<file path="src/rtl/data_sram_resp_pkg.sv">
// Shared definitions for the queued SRAM responder: FSM encoding, entry field widths, defaults.
package data_sram_resp_pkg;

    localparam int ADDR_W_DEF = 16;
    localparam int DELAY_DEF  = 0;
    localparam int DEPTH_DEF  = 2;

    localparam int DATA_W = 32;
    localparam int WEN_W  = 4;
    localparam int WAIT_W = 4;

    typedef enum logic [1:0] {
        ST_IDLE   = 2'd0,
        ST_WAIT   = 2'd1,
        ST_ACCESS = 2'd2,
        ST_RESP   = 2'd3
    } state_t;

endpackage

</file>
<file path="src/rtl/data_sram_resp_if.sv">
// Initiator request/response bus plus the synchronous RAM port of data_sram_resp.
interface data_sram_resp_if #(
    parameter int ADDR_W = 16
);
    import data_sram_resp_pkg::*;

    logic              data_req;
    logic              data_wr;
    logic [WEN_W-1:0]  data_wen;
    logic [31:0]       data_addr;
    logic [DATA_W-1:0] data_wdata;
    logic              data_addr_ok;
    logic              data_data_ok;
    logic [DATA_W-1:0] data_rdata;

    logic              ram_en;
    logic [WEN_W-1:0]  ram_wen;
    logic [ADDR_W-1:0] ram_addr;
    logic [DATA_W-1:0] ram_wdata;
    logic [DATA_W-1:0] ram_rdata;

    modport master (
        output data_req, data_wr, data_wen, data_addr, data_wdata, ram_rdata,
        input  data_addr_ok, data_data_ok, data_rdata, ram_en, ram_wen, ram_addr, ram_wdata
    );

    modport slave (
        input  data_req, data_wr, data_wen, data_addr, data_wdata, ram_rdata,
        output data_addr_ok, data_data_ok, data_rdata, ram_en, ram_wen, ram_addr, ram_wdata
    );

endinterface

</file>
<file path="src/rtl/sram_req_fifo.sv">
// Generic request queue with wrap-around pointers and occupancy count.
// Latency: pushed entry visible at head the cycle after push when empty.
// Backpressure: push ignored when full, pop ignored when empty.
module sram_req_fifo #(
    parameter int WIDTH = 8,
    parameter int DEPTH = 2,
    parameter int CNT_W = $clog2(DEPTH) + 1
) (
    input  logic             clk,
    input  logic             resetn,
    input  logic             push,
    input  logic [WIDTH-1:0] push_dat,
    input  logic             pop,
    output logic [WIDTH-1:0] head_dat,
    output logic             full,
    output logic             empty,
    output logic [CNT_W-1:0] count
);
    localparam int PTR_W = $clog2(DEPTH);

    logic [WIDTH-1:0] mem [DEPTH];
    logic [PTR_W-1:0] wr_ptr;
    logic [PTR_W-1:0] rd_ptr;
    logic             do_push;
    logic             do_pop;

    assign full     = (count == CNT_W'(DEPTH));
    assign empty    = (count == '0);
    assign do_push  = push & ~full;
    assign do_pop   = pop & ~empty;
    assign head_dat = mem[rd_ptr];

    always_ff @(posedge clk) begin
        if (do_push) begin
            mem[wr_ptr] <= push_dat;
        end
    end

    always_ff @(posedge clk or negedge resetn) begin
        if (!resetn) begin
            wr_ptr <= '0;
            rd_ptr <= '0;
            count  <= '0;
        end else begin
            if (do_push) wr_ptr <= wr_ptr + PTR_W'(1);
            if (do_pop)  rd_ptr <= rd_ptr + PTR_W'(1);
            case ({do_push, do_pop})
                2'b10:   count <= count + CNT_W'(1);
                2'b01:   count <= count - CNT_W'(1);
                default: count <= count;
            endcase
        end
    end

endmodule

</file>
<file path="src/rtl/data_sram_resp.sv">
// Queues initiator requests and serves them in order against a synchronous RAM.
// Latency: accept in cycle N -> data_data_ok in N+3+DELAY; back-to-back every 2+DELAY.
// Backpressure: data_addr_ok drops while the queue holds DEPTH entries.
module data_sram_resp
    import data_sram_resp_pkg::*;
#(
    parameter int ADDR_W = ADDR_W_DEF,
    parameter int DELAY  = DELAY_DEF,
    parameter int DEPTH  = DEPTH_DEF
) (
    input logic             clk,
    input logic             resetn,
    data_sram_resp_if.slave bus
);
    localparam int CNT_W = $clog2(DEPTH) + 1;
    localparam logic [WAIT_W-1:0] WAIT_LOAD = (DELAY > 0) ? WAIT_W'(DELAY - 1) : '0;

    typedef struct packed {
        logic              wr;
        logic [WEN_W-1:0]  wen;
        logic [ADDR_W-1:0] addr;
        logic [DATA_W-1:0] wdata;
    } entry_t;

    entry_t            push_dat;
    entry_t            head;
    logic              push;
    logic              pop;
    logic              full;
    logic              empty;
    logic [CNT_W-1:0]  count;
    state_t            state;
    state_t            state_nxt;
    logic [WAIT_W-1:0] wait_cnt;
    logic [WAIT_W-1:0] wait_cnt_nxt;
    logic              unused_addr_bits;

    // Gating with resetn keeps addr_ok low even if data_req is held during reset.
    assign bus.data_addr_ok = bus.data_req & ~full & resetn;
    assign push             = bus.data_req & bus.data_addr_ok;
    assign pop              = (state == ST_RESP);
    assign push_dat         = '{wr:    bus.data_wr,
                                wen:   bus.data_wen,
                                addr:  bus.data_addr[ADDR_W+1:2],
                                wdata: bus.data_wdata};
    assign unused_addr_bits = ^{bus.data_addr[1:0], bus.data_addr >> (ADDR_W + 2)};

    sram_req_fifo #(
        .WIDTH($bits(entry_t)),
        .DEPTH(DEPTH)
    ) u_fifo (
        .clk      (clk),
        .resetn   (resetn),
        .push     (push),
        .push_dat (push_dat),
        .pop      (pop),
        .head_dat (head),
        .full     (full),
        .empty    (empty),
        .count    (count)
    );

    always_ff @(posedge clk or negedge resetn) begin
        if (!resetn) begin
            state    <= ST_IDLE;
            wait_cnt <= '0;
        end else begin
            state    <= state_nxt;
            wait_cnt <= wait_cnt_nxt;
        end
    end

    always_comb begin
        state_nxt         = state;
        wait_cnt_nxt      = wait_cnt;
        bus.ram_en        = 1'b0;
        bus.ram_wen       = '0;
        bus.ram_addr      = '0;
        bus.ram_wdata     = '0;
        bus.data_data_ok  = 1'b0;
        bus.data_rdata    = '0;
        unique case (state)
            ST_IDLE: begin
                if (!empty) begin
                    if (DELAY > 0) begin
                        state_nxt    = ST_WAIT;
                        wait_cnt_nxt = WAIT_LOAD;
                    end else begin
                        state_nxt = ST_ACCESS;
                    end
                end
            end
            ST_WAIT: begin
                if (wait_cnt == '0) state_nxt = ST_ACCESS;
                else                wait_cnt_nxt = wait_cnt - WAIT_W'(1);
            end
            ST_ACCESS: begin
                bus.ram_en    = 1'b1;
                bus.ram_addr  = head.addr;
                bus.ram_wdata = head.wdata;
                bus.ram_wen   = head.wr ? head.wen : '0;
                state_nxt     = ST_RESP;
            end
            ST_RESP: begin
                bus.data_data_ok = 1'b1;
                bus.data_rdata   = head.wr ? '0 : bus.ram_rdata;
                // Occupancy after this cycle's pop and any simultaneous push.
                if (count > CNT_W'(1) || push) begin
                    if (DELAY > 0) begin
                        state_nxt    = ST_WAIT;
                        wait_cnt_nxt = WAIT_LOAD;
                    end else begin
                        state_nxt = ST_ACCESS;
                    end
                end else begin
                    state_nxt = ST_IDLE;
                end
            end
            default: state_nxt = ST_IDLE;
        endcase
    end

endmodule

</file>
<file path="src/flat_wrapper.sv">
// flat-port wrapper written by rule: the top's interface ports become plain ports
module data_sram_resp_flat import data_sram_resp_pkg::*;
#(
    parameter int ADDR_W = ADDR_W_DEF,
    parameter int DELAY  = DELAY_DEF,
    parameter int DEPTH  = DEPTH_DEF
)
  (clk, resetn, bus_data_req, bus_data_wr, bus_data_wen, bus_data_addr, bus_data_wdata, bus_ram_rdata, bus_data_addr_ok, bus_data_data_ok, bus_data_rdata, bus_ram_en, bus_ram_wen, bus_ram_addr, bus_ram_wdata);
  data_sram_resp_if #(.ADDR_W(ADDR_W)) bus_i ();
  input logic clk;
  input logic resetn;
  input wire logic [$bits(bus_i.data_req)-1:0] bus_data_req;
  input wire logic [$bits(bus_i.data_wr)-1:0] bus_data_wr;
  input wire logic [$bits(bus_i.data_wen)-1:0] bus_data_wen;
  input wire logic [$bits(bus_i.data_addr)-1:0] bus_data_addr;
  input wire logic [$bits(bus_i.data_wdata)-1:0] bus_data_wdata;
  input wire logic [$bits(bus_i.ram_rdata)-1:0] bus_ram_rdata;
  output wire logic [$bits(bus_i.data_addr_ok)-1:0] bus_data_addr_ok;
  output wire logic [$bits(bus_i.data_data_ok)-1:0] bus_data_data_ok;
  output wire logic [$bits(bus_i.data_rdata)-1:0] bus_data_rdata;
  output wire logic [$bits(bus_i.ram_en)-1:0] bus_ram_en;
  output wire logic [$bits(bus_i.ram_wen)-1:0] bus_ram_wen;
  output wire logic [$bits(bus_i.ram_addr)-1:0] bus_ram_addr;
  output wire logic [$bits(bus_i.ram_wdata)-1:0] bus_ram_wdata;
  assign bus_i.data_req = bus_data_req;
  assign bus_i.data_wr = bus_data_wr;
  assign bus_i.data_wen = bus_data_wen;
  assign bus_i.data_addr = bus_data_addr;
  assign bus_i.data_wdata = bus_data_wdata;
  assign bus_i.ram_rdata = bus_ram_rdata;
  assign bus_data_addr_ok = bus_i.data_addr_ok;
  assign bus_data_data_ok = bus_i.data_data_ok;
  assign bus_data_rdata = bus_i.data_rdata;
  assign bus_ram_en = bus_i.ram_en;
  assign bus_ram_wen = bus_i.ram_wen;
  assign bus_ram_addr = bus_i.ram_addr;
  assign bus_ram_wdata = bus_i.ram_wdata;
  data_sram_resp #(.ADDR_W(ADDR_W), .DELAY(DELAY), .DEPTH(DEPTH)) u_core (.clk(clk), .resetn(resetn), .bus(bus_i));
endmodule
</file>
<file path="config.mk">
export PLATFORM = sky130hd
export DESIGN_NAME = data_sram_resp_flat
export DESIGN_NICKNAME = d
export VERILOG_FILES = /design/src/rtl/data_sram_resp_pkg.sv /design/src/rtl/data_sram_resp_if.sv /design/src/rtl/sram_req_fifo.sv /design/src/rtl/data_sram_resp.sv /design/src/flat_wrapper.sv
export SDC_FILE = /design/constraint.sdc
export NUM_CORES = 1
export LEC_CHECK = 0
export ABC_AREA = 1
export BUFFER_PORTS_ARGS = -buffer_cell sky130_fd_sc_hd__clkbuf_2
export CORE_MARGIN = 2
export CORE_UTILIZATION = 46
export CTS_BUF_LIST = sky130_fd_sc_hd__clkbuf_8 sky130_fd_sc_hd__clkbuf_16
export DETAILED_ROUTE_END_ITERATION = 8
export GPL_TIMING_DRIVEN = 0
export HOLD_SLACK_MARGIN = 0.02
export PLACE_DENSITY = 0.79
export SYNTH_ARGS = -nofsm -noshare
export SYNTH_HDL_FRONTEND = slang
export SYNTH_HIERARCHICAL = 1
export SYNTH_SLANG_ARGS = --single-unit
export TNS_END_PERCENT = 10
</file>
<file path="constraint.sdc">
create_clock -name clk -period 3.5 [get_ports clk]
set_input_delay 0.7 -clock clk [delete_from_list [all_inputs] [get_ports clk]]
set_output_delay 0.7 -clock clk [all_outputs]
set_load 0.02 [all_outputs]
</file>
# Word-level counts from Yosys, hierarchy flattened
# Memory sizes are Yosys's and may differ from the RTL's.
# Cells that the tools add are included.
# word_totals
out_inout_bits	87
reg_bits	10
mem_bits_rw	106
inputBits	104
elab_cells	50
memories	1
# mem_list
name	words	word_bits	rd	rd_ports_with_merged_regs	write_ports	line_no	text
u_core.u_fifo.mem	2	53	1	0	1	sram_req_fifo.sv:21	logic [WIDTH-1:0] mem [DEPTH];
# op_classes
bitwise_logic	8
n_mux	15
order_cmp	1
reduce_logical	7
eq_ne	8
addsub	5
# op_table
operator	count
32-bit two-way mux	3
16-bit two-way mux	1
2-bit equality test (second input constant)	4
4-bit two-way mux	2
2-bit case mux with 4 select lines	1
2-bit two-way mux	3
1-bit bitwise AND	5
2-bit by 1-bit equality test with 1-bit output (second input constant)	2
2-bit zero test	2
4-bit zero test	1
1-bit two-way mux	4
2-bit case mux with 2 select lines	1
2-bit AND reduction	2
4-bit by 1-bit subtractor with 4-bit output (second input constant)	1
1-bit inverter	3
1-bit adder (second input constant)	2
2-bit by 1-bit adder with 2-bit output (second input constant)	1
2-bit by 1-bit > comparator with 1-bit output (second input constant)	1
2-bit by 1-bit != test with 1-bit output (second input constant)	1
2-bit != test (second input constant)	1
2-bit nonzero test	1
2-bit by 1-bit subtractor with 2-bit output (second input constant)	1
1-bit logical OR	1

# Logic depth before layout (Yosys ltp)
# Gate-level depths: netlist of run 1.
# logic_depth
ltp_word	8
ltp_mapped	11
ltp_nobuf	10

# By module
# Netlist of run 1, hierarchy kept.
# modules_own_cells
module	instances	cells_per_inst	seq_area_each_um2	area_per_inst_um2
sram_req_fifo	1	309	3283.1	4680.7
data_sram_resp	1	229	150.1	1082.3

# Worst setup path before layout of run 1
# OpenSTA, ideal clock, no wires.
# synth_path
path_kind	input-to-reg
from	in resetn
to	mem u_core/u_fifo/mem[1][0] in the netlist's numbering (enable)
cell_stages	4
setup_slack_ps	-211
arrival_ps	3247
n_path_buf	0
required_time_ps	3036
setup_ps	464
cell_sequence	nand2_1 > nor2_1 > o21ai_2 > nor2_1
# synth_via
elab_chain_len	5
# synth_lines
item	line_no	text
start: declaration	flat_wrapper.sv:11	input logic resetn;
1-bit bitwise AND	data_sram_resp.sv:39	assign bus.data_addr_ok = bus.data_req & ~full & resetn;
1-bit bitwise AND	data_sram_resp.sv:40	assign push = bus.data_req & bus.data_addr_ok;
via u_core.push	data_sram_resp.sv:27	logic push;
1-bit bitwise AND	sram_req_fifo.sv:29	assign do_push = push & ~full;
1-bit two-way mux	sram_req_fifo.sv:34	if (do_push) begin
1-bit two-way mux (implied by the code)	sram_req_fifo.sv:35	mem[wr_ptr] <= push_dat;
end: declaration	sram_req_fifo.sv:21	
# The timed path passes the listed nets, and every way through them passes these cells.

==> results of run 1 <==
==> metal layers <==
layer  share of wire (%)  vias up  track usage, %
met1                  38     1903            20.0
met5                   0        -               0
met2                  52      159            35.6
met4                 1.1        0            6.03
li1                    -     2070               -
met3                 8.3       16            6.33
==> metrics by stage <==
step | total power, mW | setup TNS [ps] | utilization, %
after global routing | 7.01 | 0 | 62.1
after global placement | 4.76 | -32280 | 56.5
after CTS | 6.69 | 0 | 62.1
after detailed placement | 4.84 | 0 | 56.9
final | 6.61 | 0 | 62.1
after floorplan | 4.01 | 0 | -
==> layout make-up <==
class	instances	area, µm²	share of cell area (%)
multi-input combinational	331	1810	24.1
inverter	68	269	3.58
tap	168	210	2.79
buffer	23	256	3.41
sequential	116	3430	45.6
clock buffer	17	425	5.66
clock inverter	15	204	2.71
timing repair buffer	176	911	12.1
==> worst min path at each step <==
stage / from / endpoint / slack (ps) / depth (start not counted)
3_3_place_gp: u_core/wait_cnt[0] / u_core/wait_cnt[0] / 460 / 2
4_1_cts: resetn / u_core/u_fifo/count[1] / 150 / 1
5_1_grt: resetn / u_core/u_fifo/count[1] / 160 / 1
2_1_floorplan: resetn / u_core/state[0] / 400 / 0
6_report: resetn / u_core/u_fifo/count[1] / 160 / 1
3_5_place_dp: u_core/wait_cnt[0] / u_core/wait_cnt[0] / 480 / 2
==> Yosys cell counts, types with 2 or more instances <==
cell type  instances
inv_1             62
buf_2              2
clkbuf_4           4
nand3_1            5
nand2_2           51
nand2_1          123
buf_12             5
nand2_4           50
nor2_2             3
edfxtp_1         106
ha_1               2
inv_2              4
clkbuf_1           2
dfrtp_1           10
buf_6              9
nor2_1            90
o21ai_2            2
==> cells by family (layout without fill, tap and decap cells) <==
| group | count (synthesis) | count (layout) | synth area share, % |
|---|---|---|---|
| AND/OR/NAND/NOR | 325 | 325 | 30.3 |
| XOR/XNOR | 1 | 1 | 0.152 |
| adder cells (fa/ha/maj) | 2 | 2 | 0.434 |
| flip-flops | 116 | 116 | 59.6 |
| buffers and inverters | 91 | 299 | 9.12 |
| AO/OA/AOI/OAI | 3 | 3 | 0.391 |
==> worst max-delay path: cells and delay by family (launching register included) <==
family        cells  cell delay, ps
simple gates      3             230
flops             1             370
buf+inv           6            1230
==> registers in the layout, indices dropped and copies added, names as in the netlist <==
name / cells
u_core/state: 2
u_core/u_fifo/count: 2
u_core/u_fifo/mem: 106
u_core/u_fifo/rd_ptr: 1
u_core/u_fifo/wr_ptr: 1
u_core/wait_cnt: 4
==> report_power, final <==
group	switching [mW]	total, mW	internal, mW	leakage [nW]
Sequential	0.0993	1.83	1.73	1.09
Clock	0.625	1.82	1.20	0.300
Combinational	1.94	2.95	1.01	2.25
Total	2.67	6.61	3.94	3.64
==> metrics.csv, run 1 <==
stage;metric;value;unit
setup_path;Crit Path Max Fanout;10;
placed_design;Place WS;692;ps
setup_path;WS Path Type;reg -> out;
route;final WL;12400;µm
power;VDD IR max;541;µV
global_route;vias in the first global route;4031;
finish;non-filler instance count after layout;914;
clock_tree;CTS hold repair buffers;0;
route;post-DR wirelength/cell;13.6;µm
synth;FF+latch count, synth;116;
run;# Max-Cap Violations;0;
route;Vias;4148;
floorplan;Cell Rows;40;
synth;Synth top area share;55.2;%
synth;top_reg_cell synth;edfxtp_1;
sta;final setup margin;541;ps
setup_path;Worst R2R End;u_core/u_fifo/mem[1][36];
finish;design area;7520;µm²
sta;Final Hold Fails;0;
finish;fraction of layout cells with a size suffix above 1;45.8;%
route;Vias/cell;4.54;
clock_tree;clk root buf;clkbuf_16;
clock_tree;post_cts resized;0;
placed_design;Post-DP Area;6890;µm²
finish;layout net count;839;
synth;Avg Cell Area, Syn;10.7;µm²
setup_path;Critical Path Slowest Stage Cell;clkbuf_1;
floorplan;I/O pins;191;
sta;Slew @ Worst Pin;910;ps
sta;Rel. slew slack;39.2;%
clock_tree;Sink Count;116;
global_route;Overflow after GRT;0;
route;initial DRC count;230;
setup_path;worst setup path startpoint;u_core/u_fifo/rd_ptr;
finish;# fillers;963;
placed_design;# port buffers;174;
setup_path;Crit Reg-Reg Startpoint;u_core/u_fifo/count[1];
synth;Syn Inst Count;538;
placed_design;placed insts;882;
sta;post-layout min period;2960;ps
placed_design;routability congestion estimate;0.774;
setup_path;CP endpoint;bus_data_rdata[11];
setup_path;Critical Path End Type;primary output;
synth;syn nets;644;
route;DR pass1 iterations;5;
clock_tree;Clock Latency Late Sink;400;ps
synth;Seq/Total Area, Yosys;59.6;%
global_route;first-pass GRT wire length;19000;µm
sta;Max Freq;338;MHz
setup_path;crit path cell chain;buf_6 -> inv_12 -> buf_12 -> nand2_4 -> nand2_2 -> buf_2 -> clkbuf_1 -> nor2_1 -> clkbuf_2;
global_route;GRT Util Overall;19.0;%
synth;Distinct cells, synth;25;
synth;Async S/R FF share, synth;8.62;%
setup_path;flop-to-flop setup slack;1170;ps
global_route;largest net degree at the start of global routing;39;
setup_path;Worst Reg2Reg Path Length in Cells;6;
synth;Post-synth EDFFs;106;
global_route;number of antenna violations at the first check in global routing;0;
sta;final slew viol count;0;
sta;final worst path period share;84.5;%
setup_path;critical path arrival;2260;ps
placed_design;HPWL Detailed;8870;µm
power;Leak Pwr;3.64;nW
clock_tree;H-Tree Depth;4;
power;PwrDens;879;nW/µm²
finish;commonest non-fill, non-tap cell in the layout;clkbuf_2;
synth;top post-synthesis cells by area;edfxtp_1, nand2_4, nand2_1;
floorplan;Initial Util;47.6;%
sta;unrepaired setup endpoints after global routing;false;
setup_path;Critical Path RT;2800;ps
clock_tree;Max clock buf depth;2;
floorplan;die area;13400;µm²
floorplan;die span in y;116;µm
sta;worst hold margin;160;ps
clock_tree;number of post-CTS setup repair buffers;0;
floorplan;Die X-Extent;116;µm
route;DRC errors left;0;
synth;post-synth top area cell;edfxtp_1;
sta;Clock Skew;5.94;ps
finish;Ant. Diodes;0;
setup_path;startpoint types;register;
finish;most frequent cells in the layout;clkbuf_2, nand2_1, edfxtp_1;
clock_tree;CTS tree;yes;
sta;Final setup viols;0;
clock_tree;clk slew on worst S/H paths;60;ps
finish;Area Overhead vs Synth;30.5;%
route;post-route ant nets;0;
floorplan;core area;12100;µm²
setup_path;crit-path max cell delay;400;ps
worst_hold_path;Hold Path Class;in -> async;
run_status;status;finished, final reports clean;
synth;Mapped Area;5760;µm²
clock_tree;total CTS buffers;17;
synth;Synth Warn #;6;
Note: power is estimated with default switching activity, not from simulation.
==> run 2, diff against run 1 <==
--- a/config.mk
+++ b/config.mk
@@ -5,15 +5,15 @@
 export SDC_FILE = /design/constraint.sdc
 export NUM_CORES = 1
 export LEC_CHECK = 0
-export ABC_AREA = 1
+export ABC_AREA = 0
 export BUFFER_PORTS_ARGS = -buffer_cell sky130_fd_sc_hd__clkbuf_2
 export CORE_MARGIN = 2
-export CORE_UTILIZATION = 46
+export CORE_UTILIZATION = 50
 export CTS_BUF_LIST = sky130_fd_sc_hd__clkbuf_8 sky130_fd_sc_hd__clkbuf_16
 export DETAILED_ROUTE_END_ITERATION = 8
 export GPL_TIMING_DRIVEN = 0
 export HOLD_SLACK_MARGIN = 0.02
-export PLACE_DENSITY = 0.79
+export PLACE_DENSITY = 0.83
 export SYNTH_ARGS = -nofsm -noshare
 export SYNTH_HDL_FRONTEND = slang
 export SYNTH_HIERARCHICAL = 1
==> constraint.sdc (replaced) <==
create_clock -name clk -period 2.83 [get_ports clk]
set_input_delay 0.566 -clock clk [delete_from_list [all_inputs] [get_ports clk]]
set_output_delay 0.566 -clock clk [all_outputs]
set_load 0.02 [all_outputs]
==> run 2 against run 1 <==
Non-clock buffer count down 4. Sequential share of layout area is 4.4 points higher. Setup slack worse by 420 ps. Flip-flop and latch count did not move. Largest cell class unchanged. Highest routed layer unchanged.
==> metrics.csv, run 2 <==
stage;metric;value;unit
run_status;status;finished, final reports clean;
placed_design;HPWL Detailed;7240;µm
setup_path;WS Path Type;reg -> out;
sta;Clock Skew;16.5;ps
placed_design;routability congestion estimate;0.716;
floorplan;Initial Util;51.0;%
global_route;GRT Util Overall;18.4;%
floorplan;I/O pins;191;
setup_path;startpoint types;register;
sta;post-layout min period;2710;ps
floorplan;Die X-Extent;106;µm
clock_tree;Sink Count;116;
placed_design;Place WS;278;ps
synth;FF+latch count, synth;116;
route;DRC errors left;0;
clock_tree;Clock Latency Late Sink;500;ps
synth;top post-synthesis cells by area;edfxtp_1, mux2_4, and2_1;
worst_hold_path;Hold Path Class;in -> reg;
clock_tree;clk root buf;clkbuf_8;
synth;Syn Inst Count;307;
finish;fraction of layout cells with a size suffix above 1;54.4;%
synth;syn nets;413;
finish;Ant. Diodes;0;
route;post-DR wirelength/cell;15.4;µm
synth;Synth top area share;61.3;%
finish;Largest Register;u_core/u_fifo/mem;
synth;Post-synth EDFFs;106;
floorplan;die span in y;106;µm
setup_path;critical path arrival;2140;ps
finish;biggest regs;u_core/u_fifo/mem x106, u_core/wait_cnt x4;
finish;Area Overhead vs Synth;32.2;%
power;VDD IR max;576;µV
global_route;largest net degree at the start of global routing;30;
finish;non-filler instance count after layout;654;
floorplan;Cell Rows;37;
sta;Rel. slew slack;43.2;%
placed_design;placed insts;619;
synth;post-synth top area cell;edfxtp_1;
setup_path;crit-path max cell delay;400;ps
sta;Max Freq;369;MHz
synth;Async S/R FF share, synth;8.62;%
setup_path;most used cell, CP;buf_12;
sta;Final setup viols;0;
power;PwrDens;1070;nW/µm²
power;Leak Pwr;3.02;nW
clock_tree;H-Tree Depth;4;
finish;most frequent cells in the layout;clkbuf_2, edfxtp_1, and2_1;
synth;count leader, synth;edfxtp_1;
floorplan;core area;10200;µm²
synth;Avg Cell Area, Syn;16.9;µm²
synth;top_reg_cell synth;edfxtp_1;
global_route;vias in the first global route;3214;
finish;max FFs per register;106;
synth;leading post-synthesis cells by instance count;edfxtp_1, and2_1, mux2_4, dfrtp_1, nor2_1;
clock_tree;Max clock buf depth;2;
route;final WL;10100;µm
floorplan;die area;11200;µm²
clock_tree;total CTS buffers;17;
placed_design;# port buffers;174;
synth;Synth Warn #;6;
clock_tree;clk slew on worst S/H paths;60;ps
route;DR pass1 iterations;4;
route;Vias;3095;
global_route;first-pass GRT wire length;15400;µm
setup_path;buffer and inverter count on the worst path;4;
synth;Seq/Total Area, Yosys;66.1;%
setup_path;Critical Path RT;2260;ps
sta;Slew @ Worst Pin;850;ps
sta;final worst path period share;95.7;%
route;Vias/cell;4.73;
global_route;Overflow after GRT;0;
sta;final setup margin;121;ps
clock_tree;CTS tree;yes;
finish;layout net count;612;
route;initial DRC count;113;
setup_path;Crit path max-delay family;buffers and inverters;
sta;Final Hold Fails;0;
setup_path;Crit Path Max Fanout;10;
run;# Max-Cap Violations;0;
sta;unrepaired setup endpoints after global routing;false;
synth;Mapped Area;5190;µm²
route;post-route ant nets;0;
sta;final slew viol count;0;
setup_path;crit path cell chain;buf_12 -> buf_12 -> mux2_4 -> nor2_4 -> buf_6 -> and2_1 -> clkbuf_2;
synth;Distinct cells, synth;29;
global_route;number of antenna violations at the first check in global routing;0;
setup_path;Critical Path End Type;primary output;
setup_path;Critical Path Slowest Stage Cell;dfrtp_1;
finish;commonest non-fill, non-tap cell in the layout;clkbuf_2;
==> run 2: cell count changes after synthesis, moves of 5 or more <==
cell	previous run	this run
and2_1	0	80
and3_1	0	5
buf_6	9	4
inv_1	62	4
mux2_2	0	5
mux2_4	0	49
nand2_1	123	3
nand2_2	51	0
nand2_4	50	0
nand3_1	5	0
nor2_1	90	6
==> run 2: path summary, 6_finish.rpt <==
path | to | cells past startpoint | start | slack, ps
max in group asynchronous | u_core/u_fifo/rd_ptr | 2 | resetn | 2090
max reg2reg | u_core/u_fifo/mem[0][48] | 6 | u_core/u_fifo/count[0] | 540
min | u_core/u_fifo/mem[0][17] | 1 | bus_data_wdata[17] | 250
min in group asynchronous | u_core/wait_cnt[1] | 2 | resetn | 500
max | bus_data_rdata[8] | 7 | u_core/u_fifo/rd_ptr | 120
min reg2reg | u_core/u_fifo/count[0] | 1 | u_core/u_fifo/count[0] | 530
==> run 2: layer usage <==
metal / wire [µm] / track usage [%] / vias up
met1: 3870 / 19.8 / 1450
met4: 46 / 6.39 / 0
met5: 0 / 0 / -
met3: 735 / 6.62 / 4
met2: 5410 / 33.5 / 135
li1: - / - / 1506
==> run 2: through the flow <==
| step | hold WS, ps | power [mW] | TNS, ps | instance area, µm² | util, % |
|---|---|---|---|---|---|
| after CTS | 239 | 7.40 | 0 | 6830 | 67.1 |
| final | 251 | 7.36 | 0 | 6860 | 67.4 |
| after floorplan | 270 | 4.56 | 0 | 5190 | - |
| after global placement | 457 | 5.38 | -85300 | 6230 | 61.2 |
| after detailed placement | 462 | 5.47 | 0 | 6280 | 61.7 |
| after global routing | 221 | 7.73 | 0 | 6860 | 67.4 |
==> run 2: repair_timing <==
action                                  in CTS  in global routing
setup buffers                                0                  3
hold buffers                                 1                  0
endpoints found under the setup margin       1                 30
pin swaps                                    1                  1
gates resized for setup                      1                  2
endpoints found under the hold margin       10                  0
cloned                                       0                  0
==> run 2: layout make-up <==
cell class,count,area [µm²]
buffer,15,191
clock buffer,17,414
clock inverter,14,125
fill,712,3320
inverter,4,15.0
multi-input combinational,172,1570
sequential,116,3430
tap,136,170
timing repair buffer,180,943
==> run 2: logic make-up after synthesis <==
group | Yosys count | share of synthesized area [%]
and+or+nand+nor | 106 | 12.7
DFF | 116 | 66.1
adders and majority gates | 2 | 0.482
xor gates and xnor gates | 6 | 1.01
AOI/OAI and AO/OA | 3 | 0.410
muxes | 55 | 15.4
buffers and inverters | 19 | 3.81
==> run 2: report_power, final <==
| group | switching (mW) | internal [mW] | leakage [nW] |
|---|---|---|---|
| clock | 0.687 | 1.22 | 0.270 |
| sequential | 0.0943 | 2.15 | 1.09 |
| combinational | 1.73 | 1.48 | 1.67 |
| total | 2.51 | 4.84 | 3.02 |
